--- src/rtl/store_narrow.sv ---
// Narrow store aligner: turns byte/half/word stores into lane-positioned write beats.
// Latency: beat in the cycle after acceptance, then a one-cycle done (or err) pulse.
// Backpressure: beats hold until mem_wr_ready; build with STORE_UNALIGNED_SPLIT_EN to split misaligned stores.
module store_narrow (
    input  logic        clk,
    input  logic        rst,
    input  logic        req_valid,
    output logic        req_ready,
    input  logic [31:0] req_addr,
    input  logic [31:0] req_data,
    input  logic [1:0]  req_size,
    output logic        mem_wr_valid,
    input  logic        mem_wr_ready,
    output logic [31:0] mem_wr_addr,
    output logic [31:0] mem_wr_data,
    output logic [3:0]  mem_wr_be,
    output logic        done,
    output logic        err
);

    typedef enum logic [2:0] {IDLE, BEAT0, BEAT1, DONE, ERR} state_t;

    state_t      state, state_nxt;
    logic [29:0] word_q;
    logic [63:0] sh_q;
    logic [7:0]  bm_q;

    logic        accept;
    logic [1:0]  off;
    logic [3:0]  mask;
    logic [63:0] sh;
    logic [7:0]  bm;
    logic        bad;

    always_comb begin
        off  = req_addr[1:0];
        mask = 4'h0;
        bad  = 1'b1;
        case (req_size)
            2'b00: begin
                mask = 4'h1;
                bad  = 1'b0;
            end
            2'b01: begin
                mask = 4'h3;
`ifdef STORE_UNALIGNED_SPLIT_EN
                bad  = 1'b0;
`else
                bad  = off[0];
`endif
            end
            2'b10: begin
                mask = 4'hF;
`ifdef STORE_UNALIGNED_SPLIT_EN
                bad  = 1'b0;
`else
                bad  = (off != 2'b00);
`endif
            end
            default: begin
                mask = 4'h0;
                bad  = 1'b1;
            end
        endcase
        sh = {32'h0, req_data} << {off, 3'b000};
        bm = {4'h0, mask} << off;
    end

    always_ff @(posedge clk) begin
        if (rst) state <= IDLE;
        else     state <= state_nxt;
    end

    // Request fields are only observed outside IDLE, so they need no reset.
    always_ff @(posedge clk) begin
        if (accept) begin
            word_q <= req_addr[31:2];
            sh_q   <= sh;
            bm_q   <= bm;
        end
    end

    always_comb begin
        state_nxt    = state;
        req_ready    = (state == IDLE) & ~rst;
        accept       = 1'b0;
        mem_wr_valid = 1'b0;
        mem_wr_addr  = 32'h0;
        mem_wr_data  = 32'h0;
        mem_wr_be    = 4'h0;
        done         = 1'b0;
        err          = 1'b0;
        case (state)
            IDLE: begin
                accept = req_valid & req_ready;
                if (accept) state_nxt = bad ? ERR : BEAT0;
            end
            BEAT0: begin
                mem_wr_valid = 1'b1;
                mem_wr_addr  = {word_q, 2'b00};
                mem_wr_data  = sh_q[31:0];
                mem_wr_be    = bm_q[3:0];
                if (mem_wr_ready) state_nxt = (bm_q[7:4] != 4'h0) ? BEAT1 : DONE;
            end
            BEAT1: begin
                // Word address increment wraps naturally at the top of memory.
                mem_wr_valid = 1'b1;
                mem_wr_addr  = {word_q + 30'd1, 2'b00};
                mem_wr_data  = sh_q[63:32];
                mem_wr_be    = bm_q[7:4];
                if (mem_wr_ready) state_nxt = DONE;
            end
            DONE: begin
                done      = 1'b1;
                state_nxt = IDLE;
            end
            ERR: begin
                err       = 1'b1;
                state_nxt = IDLE;
            end
            default: state_nxt = IDLE;
        endcase
    end

endmodule
--- config.mk ---
export PLATFORM = sky130hd
export DESIGN_NAME = store_narrow
export DESIGN_NICKNAME = d
export VERILOG_FILES = /design/src/rtl/store_narrow.sv
export SDC_FILE = /design/constraint.sdc
export NUM_CORES = 1
export LEC_CHECK = 0
export CORE_ASPECT_RATIO = 2
export CORE_MARGIN = 3
export CORE_UTILIZATION = 49
export CTS_CLUSTER_DIAMETER = 30
export DETAILED_ROUTE_END_ITERATION = 10
export PLACE_DENSITY_LB_ADDON = 0.12
export SLEW_MARGIN = 20
export SYNTH_ARGS = -nofsm -noshare
export SYNTH_HDL_FRONTEND = slang
export SYNTH_SLANG_ARGS = --single-unit
export TNS_END_PERCENT = 100
--- constraint.sdc ---
create_clock -name clk -period 4.71 [get_ports clk]
set_input_delay 0.942 -clock clk [delete_from_list [all_inputs] [get_ports clk]]
set_output_delay 0.942 -clock clk [all_outputs]
set_load 0.01 [all_outputs]
### Word-level counts from Yosys, hierarchy flattened

Index checks and enable logic that the tools add are counted.

| word-level totals | value |
|---|---|
| output and inout bits | 72 |
| register bits after elaboration | 105 |
| bits of input ports | 70 |

| operators by class | value |
|---|---|
| bitwise operators | 3 |
| shifts and indexed selects | 2 |
| reduce and logical (&&, ||, !) cells | 6 |
| $add $sub $neg | 1 |
| eq/ne operators | 9 |
| mux-type cells | 15 |

Operators with widths:

| cell | count |
|---|---|
| $pmux W32 S2 | 2 |
| $shl A32 B5 Y64 | 1 |
| $add A30 B1 Y30 const B | 1 |
| $mux W3 | 4 |
| $pmux W4 S3 | 1 |
| $pmux W3 S3 | 1 |
| $pmux W4 S2 | 1 |
| $shl A4 B2 Y8 | 1 |
| $eq A3 B2 Y1 const B | 2 |
| $mux W1 | 5 |
| $ne A2 B2 Y1 const B | 2 |
| $reduce_bool A4 Y1 | 1 |
| $eq A3 B1 Y1 const B | 1 |
| $eq A3 B3 Y1 const B | 1 |
| $logic_not A3 Y1 | 1 |
| $pmux W1 S3 | 1 |
| $reduce_and A3 Y1 | 1 |
| $and A1 B1 Y1 | 2 |
| $eq A2 B1 Y1 const B | 1 |
| $eq A2 B2 Y1 const B | 1 |
| $logic_not A2 Y1 | 1 |
| $ne A2 B1 Y1 const B | 1 |
| $reduce_bool A2 Y1 | 1 |
| $reduce_or A2 Y1 | 1 |
| $not A1 Y1 | 1 |

### Longest topological paths before layout

Gate-level depths: netlist (run 1).

| logic depth | value |
|---|---|
| depth in word-level cells | 5 |
| gate-level depth with buffers | 7 |

### Least setup slack after synthesis (run 1)

OpenSTA, ideal clock, no wires.

| timing | value |
|---|---|
| kind | input to register |
| start | input port rst |
| end | register bm_q[0] (enable) |
| slack | 0.598 ns |
| arrival time | 3.651 ns |
| library setup time | 0.462 ns |
| cell stages on the path | 2 |
| data required time | 4.248 ns |
| path through | nor4_1 > and2_1 |

| on the way | value |
|---|---|
| word-level cells in the longest chain between the ends | 4 |

Ends and longest elaborated chain:

| element | line | RTL |
|---|---|---|
| start: declaration | 6 | `input logic rst,` |
| $not A1 Y1 | 85 | `req_ready = (state == IDLE) & ~rst;` |
| $and A1 B1 Y1 | 85 |  |
| $and A1 B1 Y1 | 95 | `accept = req_valid & req_ready;` |
| $mux W1 | 93 | `case (state)` |
| via accept | 28 | `logic accept;` |
| end signal: assignment | 79 | `bm_q <= bm;` |
| end: declaration | 26 | `logic [7:0] bm_q;` |

The timed path passes the listed nets, and every way through them passes these cells.
A chain may end at the register's enable or synchronous reset.

### Worst setup path in the final report (run 1)

| timing | value |
|---|---|
| start | register state[1] |
| end | output port mem_wr_addr[22] |

| on the way | value |
|---|---|
| word-level cells in the longest chain between the ends | 2 |

Ends and longest elaborated chain:

| element | line | RTL |
|---|---|---|
| start: declaration | 23 | `state_t state, state_nxt;` |
| start signal: assignment | 71 | `else state <= state_nxt;` |
| $eq A3 B2 Y1 / $eq A3 B1 Y1 (equally long branches) | 93 |  |
| $pmux W32 S2 * | 93 |  |
| end: declaration | 14 | `output logic [31:0] mem_wr_addr,` |

Mark *: on every way between the ends. The rest lies on a longest branch, timed or not.

==> impl_metrics.env, run 1 <==
export IMPL_cts_hold_buffers=0
export IMPL_sequential_cell_area_sq_um=2850
export IMPL_die_area_sq_um=12100
export IMPL_postLayoutCellArea_sq_um=7000
export IMPL_final_layout_size_suffix_gt1_share_pct=6.18
export IMPL_timing_max_slew_rel_slack_pct=40.4
export IMPL_max_clock_freq_ghz=0.264
export IMPL_cts_buffer_depth=2
export IMPL_timing_critical_path_from_type="register"
export IMPL_synth_cell_type_count=57
export IMPL_rsz0062_at_grt="no"
export IMPL_worst_setup_path_endpoint="mem_wr_addr[22]"
export IMPL_worst_vdd_rail_ir_drop_uv=185
export IMPL_status="finished, final reports clean"
export IMPL_ctsResizeCount=0
export IMPL_timing_clock_skew_ps=8.06
export IMPL_remaining_routing_drc_violations=0
export IMPL_ys_dominant_reg_cell="sky130_fd_sc_hd__edfxtp_1"
export IMPL_grt_max_degree=44
export IMPL_synth_async_reset_ratio_pct=0
export IMPL_routedWlPerCell_um=19.4
export IMPL_synth_seq_area_share_pct=54.1
export IMPL_worst_setup_path_end_kind="primary output"
export IMPL_cts_max_level=3
export IMPL_worst_r2r_startpoint="state[1]"
export IMPL_io_pins=142
export IMPL_synth_edf_count=93
export IMPL_most_common_layout_cells="138 x sky130_fd_sc_hd__clkdlybuf4s50_1, 93 x sky130_fd_sc_hd__edfxtp_1, 40 x sky130_fd_sc_hd__nand2_1, 40 x sky130_fd_sc_hd__o21ai_0, 34 x sky130_fd_sc_hd__mux2i_1"
export IMPL_num_vias=4490
export IMPL_filler_cells=847
export IMPL_reg2reg_setup_slack_ps=2460
export IMPL_finalCritPeriodShare_pct=80.4
export IMPL_cells_after_synth=474
export IMPL_io_buffers=139
export IMPL_cellPowerDensity_nw_per_um2=317
export IMPL_die_width_um=79.3
export IMPL_cts_setup_buffers=0
export IMPL_first_pass_iters=5
export IMPL_numCtsBuffers=9
export IMPL_ys_seq_elements=96
export IMPL_post_synth_design_cell_area_sq_um=5270
export IMPL_worst_slew_pin_transition_ps=894
export IMPL_placed_instance_area_sq_um=6710
export IMPL_setup_worst_path_start="state[1]"
export IMPL_r2r_cells=3
export IMPL_mostFrequentLayoutCell="sky130_fd_sc_hd__clkdlybuf4s50_1"
export IMPL_avgViaCountPerCell=6.09
export IMPL_clkSlewWorstSetupHoldPaths_ps=70
export IMPL_via_count_of_the_first_global_routing_pass=4438
export IMPL_worst_ep_required_time_ps=3770
export IMPL_worst_hold_slack_ps=664
export IMPL_finalSetupViolations=0
export IMPL_cts_root_buffer="sky130_fd_sc_hd__clkbuf_16"
export IMPL_power_total_mw=2.22
export IMPL_wire_length_of_the_first_global_routing_pass_um=22800
export IMPL_layout_nets=668
export IMPL_postRouteWirelength_um=14300
export IMPL_place_detailed_hpwl_um=10300
export IMPL_finalWeightedCongestion=0.946
export IMPL_drv_max_cap_violation_count=0
export IMPL_grt_antenna_before_repair=1
export IMPL_fin_cells=737
export IMPL_drv_slew=0
export IMPL_cp_max_fo=27
export IMPL_route_antenna_remaining_nets=0
export IMPL_initialDrtViolationCount=252
export IMPL_tritoncts="built"
export IMPL_design_core_area_sq_um=10500
export IMPL_grt_use_total_pct=23.9
export IMPL_finalSetupTns_ps=0
export IMPL_area_growth_syn_to_layout_pct=32.9
export IMPL_syn_avg_cell_area_sq_um=11.1
export IMPL_hold_viol=0
export IMPL_start_util_pct=50.3
export IMPL_worstReg2RegEnd="word_q[14]"
export IMPL_final_min_clock_period_ps=3790
export IMPL_grt_overflow_total=0
export IMPL_arrival_ps=2840
export IMPL_number_of_placement_rows=53
export IMPL_dpl_cell_count=720
export IMPL_numClockSinks=96
export IMPL_clock_insertion_delay_worst_skew_ps=340
export IMPL_synthesis_yosys_warnings=0
export IMPL_timing_worst_setup_path_type="reg2out"
export IMPL_power_static_leakage_nw=2.49
export IMPL_die_height_um=153
export IMPL_timing_hold_worst_class="reg2reg"
export IMPL_multi_input_comb_area_sq_um=2210
sequential cells by signal (all words and copies together), names as in the netlist:
signal	cells
state	3
bm_q	7
sh_q	56
word_q	30
worst max-delay path, cell delays in order, from the launching register on:
cell and delay (ps):
sky130_fd_sc_hd__dfxtp_1 570, sky130_fd_sc_hd__or3b_1 760, sky130_fd_sc_hd__nor3_1 340, sky130_fd_sc_hd__a32oi_1 140, sky130_fd_sc_hd__nand2_1 130, sky130_fd_sc_hd__clkdlybuf4s50_1 550
metal layers:
metal / track usage, % / routed length [um] / vias up
met5: 0 / 0 / -
met4: 10.0 / 412 / 0
met3: 4.79 / 849 / 39
met2: 43.9 / 8080 / 202
met1: 26.0 / 4980 / 2174
li1: - / - / 2075
layout make-up:
class | count | share of cell area, %
flip-flops and latches | 96 | 40.7
diodes | 1 | 0.0357
clock inverters | 6 | 0.893
clock buffers | 10 | 3.27
multi-input cells | 332 | 31.5
repair buffers | 147 | 20.7
well taps | 137 | 2.45
inverters | 8 | 0.429
how the worst min path moves through the flow:
| stage | from | endpoint | cells after the start |
|---|---|---|---|
| 6_report | state[0] | state[1] | 2 |
| 5_1_grt | state[2] | state[2] | 2 |
| 4_1_cts | state[0] | state[1] | 2 |
| 3_5_place_dp | state[0] | state[1] | 2 |
| 3_3_place_gp | state[2] | state[2] | 2 |
| 2_1_floorplan | state[2] | state[0] | 2 |
cell usage after synthesis, drive strengths merged, types with 2 or more instances:
| cell | count | share of area (%) |
|---|---|---|
| or3 | 2 | 0.24 |
| and4 | 4 | 0.74 |
| inv | 8 | 0.57 |
| and2 | 25 | 3.0 |
| o311ai | 5 | 0.83 |
| nor4 | 6 | 1.0 |
| nand3 | 15 | 1.4 |
| a221o | 2 | 0.38 |
| or3b | 2 | 0.33 |
| nor3b | 6 | 0.95 |
| o21ai | 40 | 3.8 |
| o211ai | 2 | 0.28 |
| nor2 | 31 | 2.2 |
| nand4 | 15 | 2.1 |
| a211oi | 2 | 0.28 |
| and3 | 15 | 1.8 |
| a21oi | 4 | 0.38 |
| nand2 | 40 | 2.8 |
| clkbuf | 15 | 1.1 |
| nor3 | 6 | 0.57 |
| ha | 4 | 0.95 |
| o41ai | 2 | 0.48 |
| nand2b | 2 | 0.24 |
| mux2i | 34 | 6.5 |
| a22o | 33 | 5.5 |
| buf | 24 | 2.6 |
| edfxtp | 93 | 53 |
| a41oi | 5 | 0.83 |
| o31ai | 4 | 0.57 |
| dfxtp | 3 | 1.1 |
| a31oi | 10 | 1.2 |
| nand3b | 2 | 0.28 |
logic make-up after synthesis:
group / count (synthesis) / synth area share [%]
muxes: 34 / 6.46
adders and majority gates: 4 / 0.950
other: 1 / 0.0712
DFF: 96 / 54.1
buffers and inverters: 47 / 4.27
AOI/OAI and AO/OA: 118 / 16.0
and+or+nand+nor: 174 / 18.1
through the flow:
step           util, %  setup WS (ps)
2_1_floorplan        -            598
4_1_cts           66.8            945
3_5_place_dp      64.0           1320
5_1_grt           66.8            828
3_3_place_gp      64.0           1420
6_report          66.8            924
power breakdown:
group          switching [mW]  internal [mW]  leakage (nW)
clock                   0.338          0.372         0.142
sequential             0.0411           1.01         0.901
combinational           0.224          0.231          1.44
(Power assumes the default switching activity.)
==> inputs of run 2 (changes only) <==
- clock period: 4.71 -> 3.5 ns (I/O delays scaled with it)
==> impl_metrics.env, run 2 (synthesis results as in run 1) <==
export IMPL_worst_setup_path_end_kind="primary output"
export IMPL_final_layout_size_suffix_gt1_share_pct=7.30
export IMPL_grt_antenna_before_repair=0
export IMPL_grt_max_degree=66
export IMPL_cpPeakStageDelay_ps=480
export IMPL_finalSetupTns_ps=0
export IMPL_layout_nets=672
export IMPL_postRouteWirelength_um=14400
export IMPL_max_clock_freq_ghz=0.296
export IMPL_cts_root_buffer="sky130_fd_sc_hd__clkbuf_16"
export IMPL_die_area_sq_um=12100
export IMPL_worst_slew_pin_transition_ps=851
export IMPL_regs_by_ff_count="sh_q: 56 flops, word_q: 30 flops, bm_q: 7 flops"
export IMPL_cp_slowest_cell="sky130_fd_sc_hd__clkdlybuf4s50_1"
export IMPL_start_util_pct=50.3
export IMPL_rsz0062_at_grt="no"
export IMPL_wire_length_of_the_first_global_routing_pass_um=22300
export IMPL_numCtsBuffers=9
export IMPL_timing_clock_skew_ps=10.7
export IMPL_setup_ws_pre_cts_ps=380
export IMPL_timing_hold_worst_class="reg2reg"
export IMPL_drv_max_cap_violation_count=0
export IMPL_remaining_routing_drc_violations=0
export IMPL_route_antenna_remaining_nets=0
export IMPL_area_growth_syn_to_layout_pct=34.3
export IMPL_design_core_area_sq_um=10500
export IMPL_numClockSinks=96
export IMPL_sequential_cell_area_sq_um=2850
export IMPL_tritoncts="built"
export IMPL_antenna_cells=0
export IMPL_final_min_clock_period_ps=3380
export IMPL_postLayoutCellArea_sq_um=7080
export IMPL_top_register="sh_q"
export IMPL_die_width_um=79.3
export IMPL_worst_vdd_rail_ir_drop_uv=327
export IMPL_most_common_layout_cells="138 x sky130_fd_sc_hd__clkdlybuf4s50_1, 93 x sky130_fd_sc_hd__edfxtp_1, 40 x sky130_fd_sc_hd__nand2_1, 40 x sky130_fd_sc_hd__o21ai_0, 34 x sky130_fd_sc_hd__mux2i_1"
export IMPL_grtUsageMet2_pct=44.1
export IMPL_hold_viol=0
export IMPL_drv_slew=0
export IMPL_cts_buffer_depth=2
export IMPL_routedWlPerCell_um=19.4
export IMPL_num_vias=4465
export IMPL_place_detailed_hpwl_um=10400
export IMPL_grt_busiest_layer="met2"
export IMPL_status="finished, final reports clean"
export IMPL_clkSlewWorstSetupHoldPaths_ps=70
export IMPL_layout_core_utilization_pct=67.5
export IMPL_post_route_worst_setup_slack_ps=121
export IMPL_timing_max_slew_rel_slack_pct=43.1
export IMPL_timing_critical_path_from_type="register"
export IMPL_power_static_leakage_nw=2.52
export IMPL_io_pins=142
export IMPL_largest_register_ffs=56
export IMPL_grt_use_total_pct=23.6
export IMPL_met1_use_gr_pct=23.6
export IMPL_hold_path_depth=2
export IMPL_critPathBufInv=1
export IMPL_clock_insertion_delay_worst_skew_ps=340
export IMPL_io_buffers=139
export IMPL_avgViaCountPerCell=6.03
export IMPL_initialDrtViolationCount=270
export IMPL_cts_max_level=3
export IMPL_gr_usage_met3_pct=4.97
export IMPL_cellPowerDensity_nw_per_um2=427
export IMPL_critPathTopFamily="simple AND/OR/NAND/NOR gates"
export IMPL_worst_ep_required_time_ps=2800
export IMPL_multi_input_comb_area_sq_um=2220
export IMPL_via_count_of_the_first_global_routing_pass=4447
export IMPL_mostFrequentLayoutCell="sky130_fd_sc_hd__clkdlybuf4s50_1"
export IMPL_timing_critical_path_cells="ha_1, and3_2, nand4_4, or3_1, a221o_1, clkdlybuf4s50_1"
export IMPL_path_depth=6
export IMPL_number_of_placement_rows=53
export IMPL_cts_hold_buffers=0
export IMPL_cp_max_fo=8
export IMPL_finalWeightedCongestion=0.959
export IMPL_placed_instance_area_sq_um=6760
export IMPL_finalCritPeriodShare_pct=96.6
export IMPL_finalSetupViolations=0
export IMPL_r2r_cells=4
export IMPL_timing_worst_setup_path_type="reg2out"
export IMPL_filler_cells=848
export IMPL_first_pass_iters=5
export IMPL_arrival_ps=2680
export IMPL_die_height_um=153
export IMPL_grt_overflow_total=0
[run 2: routing by layer]
metal	part of all wire (%)	wire length, um
met3	6.6	954
met4	4.2	604
met2	56	8050
met5	0	0
met1	33	4760
[run 2: cell type report]
type                            count  area share, %
Timing Repair Buffer              151           21.2
Clock inverter                      7           1.10
Multi-Input combinational cell    332           31.3
Clock buffer                        9           3.18
Sequential cell                    96           40.3
Tap cell                          137           2.42
Inverter                            8          0.424
[run 2: path summary, 6_finish.rpt]
kind | start | endpoint | slack, ps
max | word_q[0] | mem_wr_addr[28] | 120
min reg2reg | state[2] | state[2] | 680
min | state[2] | state[2] | 680
max reg2reg | state[1] | word_q[29] | 1690
[run 2: timing repair]
action,CTS,global route
pin swaps,0,1
setup buffers,0,1
setup endpoints to repair,1,19
resized for setup,1,3
cloned,0,0
[run 2: power by group]
part / switching, mW / internal, mW / leakage, nW / total, mW
Combinational: 0.304 / 0.321 / 1.47 / 0.624
Clock: 0.469 / 0.506 / 0.144 / 0.974
Sequential: 0.0578 / 1.36 / 0.901 / 1.42
[run 2: metrics by stage]
stage	hold WS, ps	std cells	power [mW]
6_report	678	740	3.02
5_1_grt	735	740	3.13
2_1_floorplan	554	475	1.74
3_5_place_dp	641	723	2.07
4_1_cts	654	739	3.04
3_3_place_gp	607	723	2.05
[run 2: tightest hold or removal path, cell delays in order (launching register included)]
cell	delay, ps
sky130_fd_sc_hd__dfxtp_1	440
sky130_fd_sc_hd__nor2_1	150
sky130_fd_sc_hd__nor3b_1	50
==> inputs of run 3 (changes only) <==
- CORE_MARGIN: 3 -> default
==> impl_metrics.env, run 3 (synthesis results as in run 1) <==
export IMPL_via_count_of_the_first_global_routing_pass=4386
export IMPL_io_buffers=139
export IMPL_timing_critical_path_cells="ha_1, and3_2, nand4_4, or3_1, a221o_1, clkdlybuf4s50_1"
export IMPL_postRouteWirelength_um=14400
export IMPL_grtUsageMet2_pct=48.2
export IMPL_worst_vdd_rail_ir_drop_uv=317
export IMPL_timing_hold_worst_class="reg2reg"
export IMPL_setup_ws_pre_cts_ps=412
export IMPL_numCtsBuffers=9
export IMPL_combPwrFrac_pct=20.5
export IMPL_power_static_leakage_nw=2.54
export IMPL_cts_hold_buffers=0
export IMPL_clkSlewWorstSetupHoldPaths_ps=70
export IMPL_regs_by_ff_count="sh_q: 56 flops, word_q: 30 flops, bm_q: 7 flops"
export IMPL_die_height_um=149
export IMPL_largest_register_ffs=56
export IMPL_timing_max_slew_rel_slack_pct=42.8
export IMPL_max_clock_freq_ghz=0.296
export IMPL_remaining_routing_drc_violations=0
export IMPL_worst_setup_path_end_kind="primary output"
export IMPL_design_core_area_sq_um=10500
export IMPL_share_seq_of_total_power_pct=46.2
export IMPL_route_antenna_remaining_nets=0
export IMPL_start_util_pct=50.3
export IMPL_final_min_clock_period_ps=3370
export IMPL_drv_slew=0
export IMPL_cell_internal_power_mw=2.26
export IMPL_wire_length_of_the_first_global_routing_pass_um=22200
export IMPL_met1_use_gr_pct=28.2
export IMPL_avgViaCountPerCell=6.04
export IMPL_fin_cells=742
export IMPL_critPathTopFamily="simple AND/OR/NAND/NOR gates"
export IMPL_grt_overflow_total=0
export IMPL_initialDrtViolationCount=280
export IMPL_clock_power_share_pct=33.3
export IMPL_grt_use_total_pct=26.7
export IMPL_routedWlPerCell_um=19.4
export IMPL_io_pins=142
export IMPL_sw_frac_of_total_pct=26.5
export IMPL_worst_ep_required_time_ps=2800
export IMPL_top_register="sh_q"
export IMPL_finalWeightedCongestion=1.01
export IMPL_cts_max_level=3
export IMPL_timing_critical_path_from_type="register"
export IMPL_tritoncts="built"
export IMPL_drv_max_cap_violation_count=0
export IMPL_final_layout_size_suffix_gt1_share_pct=7.44
export IMPL_place_detailed_hpwl_um=10400
export IMPL_worst_slew_pin_transition_ps=856
export IMPL_cp_slowest_cell="sky130_fd_sc_hd__clkdlybuf4s50_1"
export IMPL_cts_buffer_depth=2
export IMPL_grt_max_degree=47
export IMPL_antenna_cells=0
export IMPL_number_of_placement_rows=53
export IMPL_hold_viol=0
export IMPL_num_vias=4481
export IMPL_clock_insertion_delay_worst_skew_ps=340
export IMPL_layout_nets=674
export IMPL_die_area_sq_um=11200
export IMPL_switchingPower_uw=815
export IMPL_grt_busiest_layer="met2"
export IMPL_post_route_worst_setup_slack_ps=127
export IMPL_most_common_layout_cells="138 x sky130_fd_sc_hd__clkdlybuf4s50_1, 93 x sky130_fd_sc_hd__edfxtp_1, 40 x sky130_fd_sc_hd__nand2_1, 40 x sky130_fd_sc_hd__o21ai_0, 34 x sky130_fd_sc_hd__mux2i_1"
export IMPL_layout_core_utilization_pct=67.8
export IMPL_arrival_ps=2670
export IMPL_finalSetupViolations=0
export IMPL_cellPowerDensity_nw_per_um2=433
export IMPL_numClockSinks=96
export IMPL_area_growth_syn_to_layout_pct=34.8
export IMPL_timing_clock_skew_ps=7.25
export IMPL_timing_worst_setup_path_type="reg2out"
export IMPL_gr_usage_met3_pct=5.83
export IMPL_critPathBufInv=1
export IMPL_grt_antenna_before_repair=0
export IMPL_status="finished, final reports clean"
export IMPL_cp_max_fo=8
export IMPL_dpl_cell_count=725
export IMPL_first_pass_iters=6
export IMPL_die_width_um=75.3
export IMPL_mostFrequentLayoutCell="sky130_fd_sc_hd__clkdlybuf4s50_1"
export IMPL_cpPeakStageDelay_ps=480
export IMPL_finalCritPeriodShare_pct=96.4
export IMPL_cts_root_buffer="sky130_fd_sc_hd__clkbuf_16"
[run 3: worst paths after layout]
kind,slack [ps],endpoint,depth (start not counted),from
hold reg to reg,660,state[1],2,state[0]
hold / removal,660,state[1],2,state[0]
setup reg to reg,1410,sh_q[28],3,state[1]
setup / recovery,130,mem_wr_addr[28],6,word_q[0]
[run 3: worst min-delay path: stages, from the launching register on]
cell and delay [ps]:
sky130_fd_sc_hd__dfxtp_1 410, sky130_fd_sc_hd__nand3b_1 130, sky130_fd_sc_hd__a211oi_1 70
[run 3: through the flow]
| stage | total power, mW | hold slack, ps | TNS [ps] | instance area (sq um) |
|---|---|---|---|---|
| after CTS | 3.09 | 677 | 0 | 7100 |
| after floorplan | 1.74 | 554 | 0 | 5270 |
| after global routing | 3.20 | 722 | -9.51 | 7100 |
| after global placement | 2.06 | 622 | 0 | 6780 |
| after detailed placement | 2.07 | 661 | 0 | 6780 |
| final | 3.07 | 657 | 0 | 7100 |
[run 3: per-layer routing]
layer / up-vias / share of wire, %
met5: - / 0
met3: 32 / 5.7
met4: 0 / 3.2
met2: 204 / 56
met1: 2155 / 35
li1: 2090 / -
[run 3: power by group through the flow]
stage | clock [mW] | sequential [mW] | combinational, mW
after floorplan | 0 | 1.42 | 0.320
after detailed placement | 0 | 1.44 | 0.628
after global placement | 0 | 1.44 | 0.617
after global routing | 1.09 | 1.43 | 0.677
final | 1.02 | 1.42 | 0.628
after CTS | 1.04 | 1.42 | 0.631
[run 3: cell type report]
cell class / count / area, sq um
sequential: 96 / 2850
multi-input combinational: 332 / 2210
clock buffer: 9 / 225
clock inverter: 7 / 86.3
timing repair buffer: 153 / 1530
tap: 137 / 171
fill: 844 / 3370
inverter: 8 / 30.0
[run 3: repair_timing]
| action | in CTS | in global routing |
|---|---|---|
| resized for setup | 0 | 1 |
| buffers inserted | 0 | 1 |
| setup endpoints to repair | 0 | 5 |
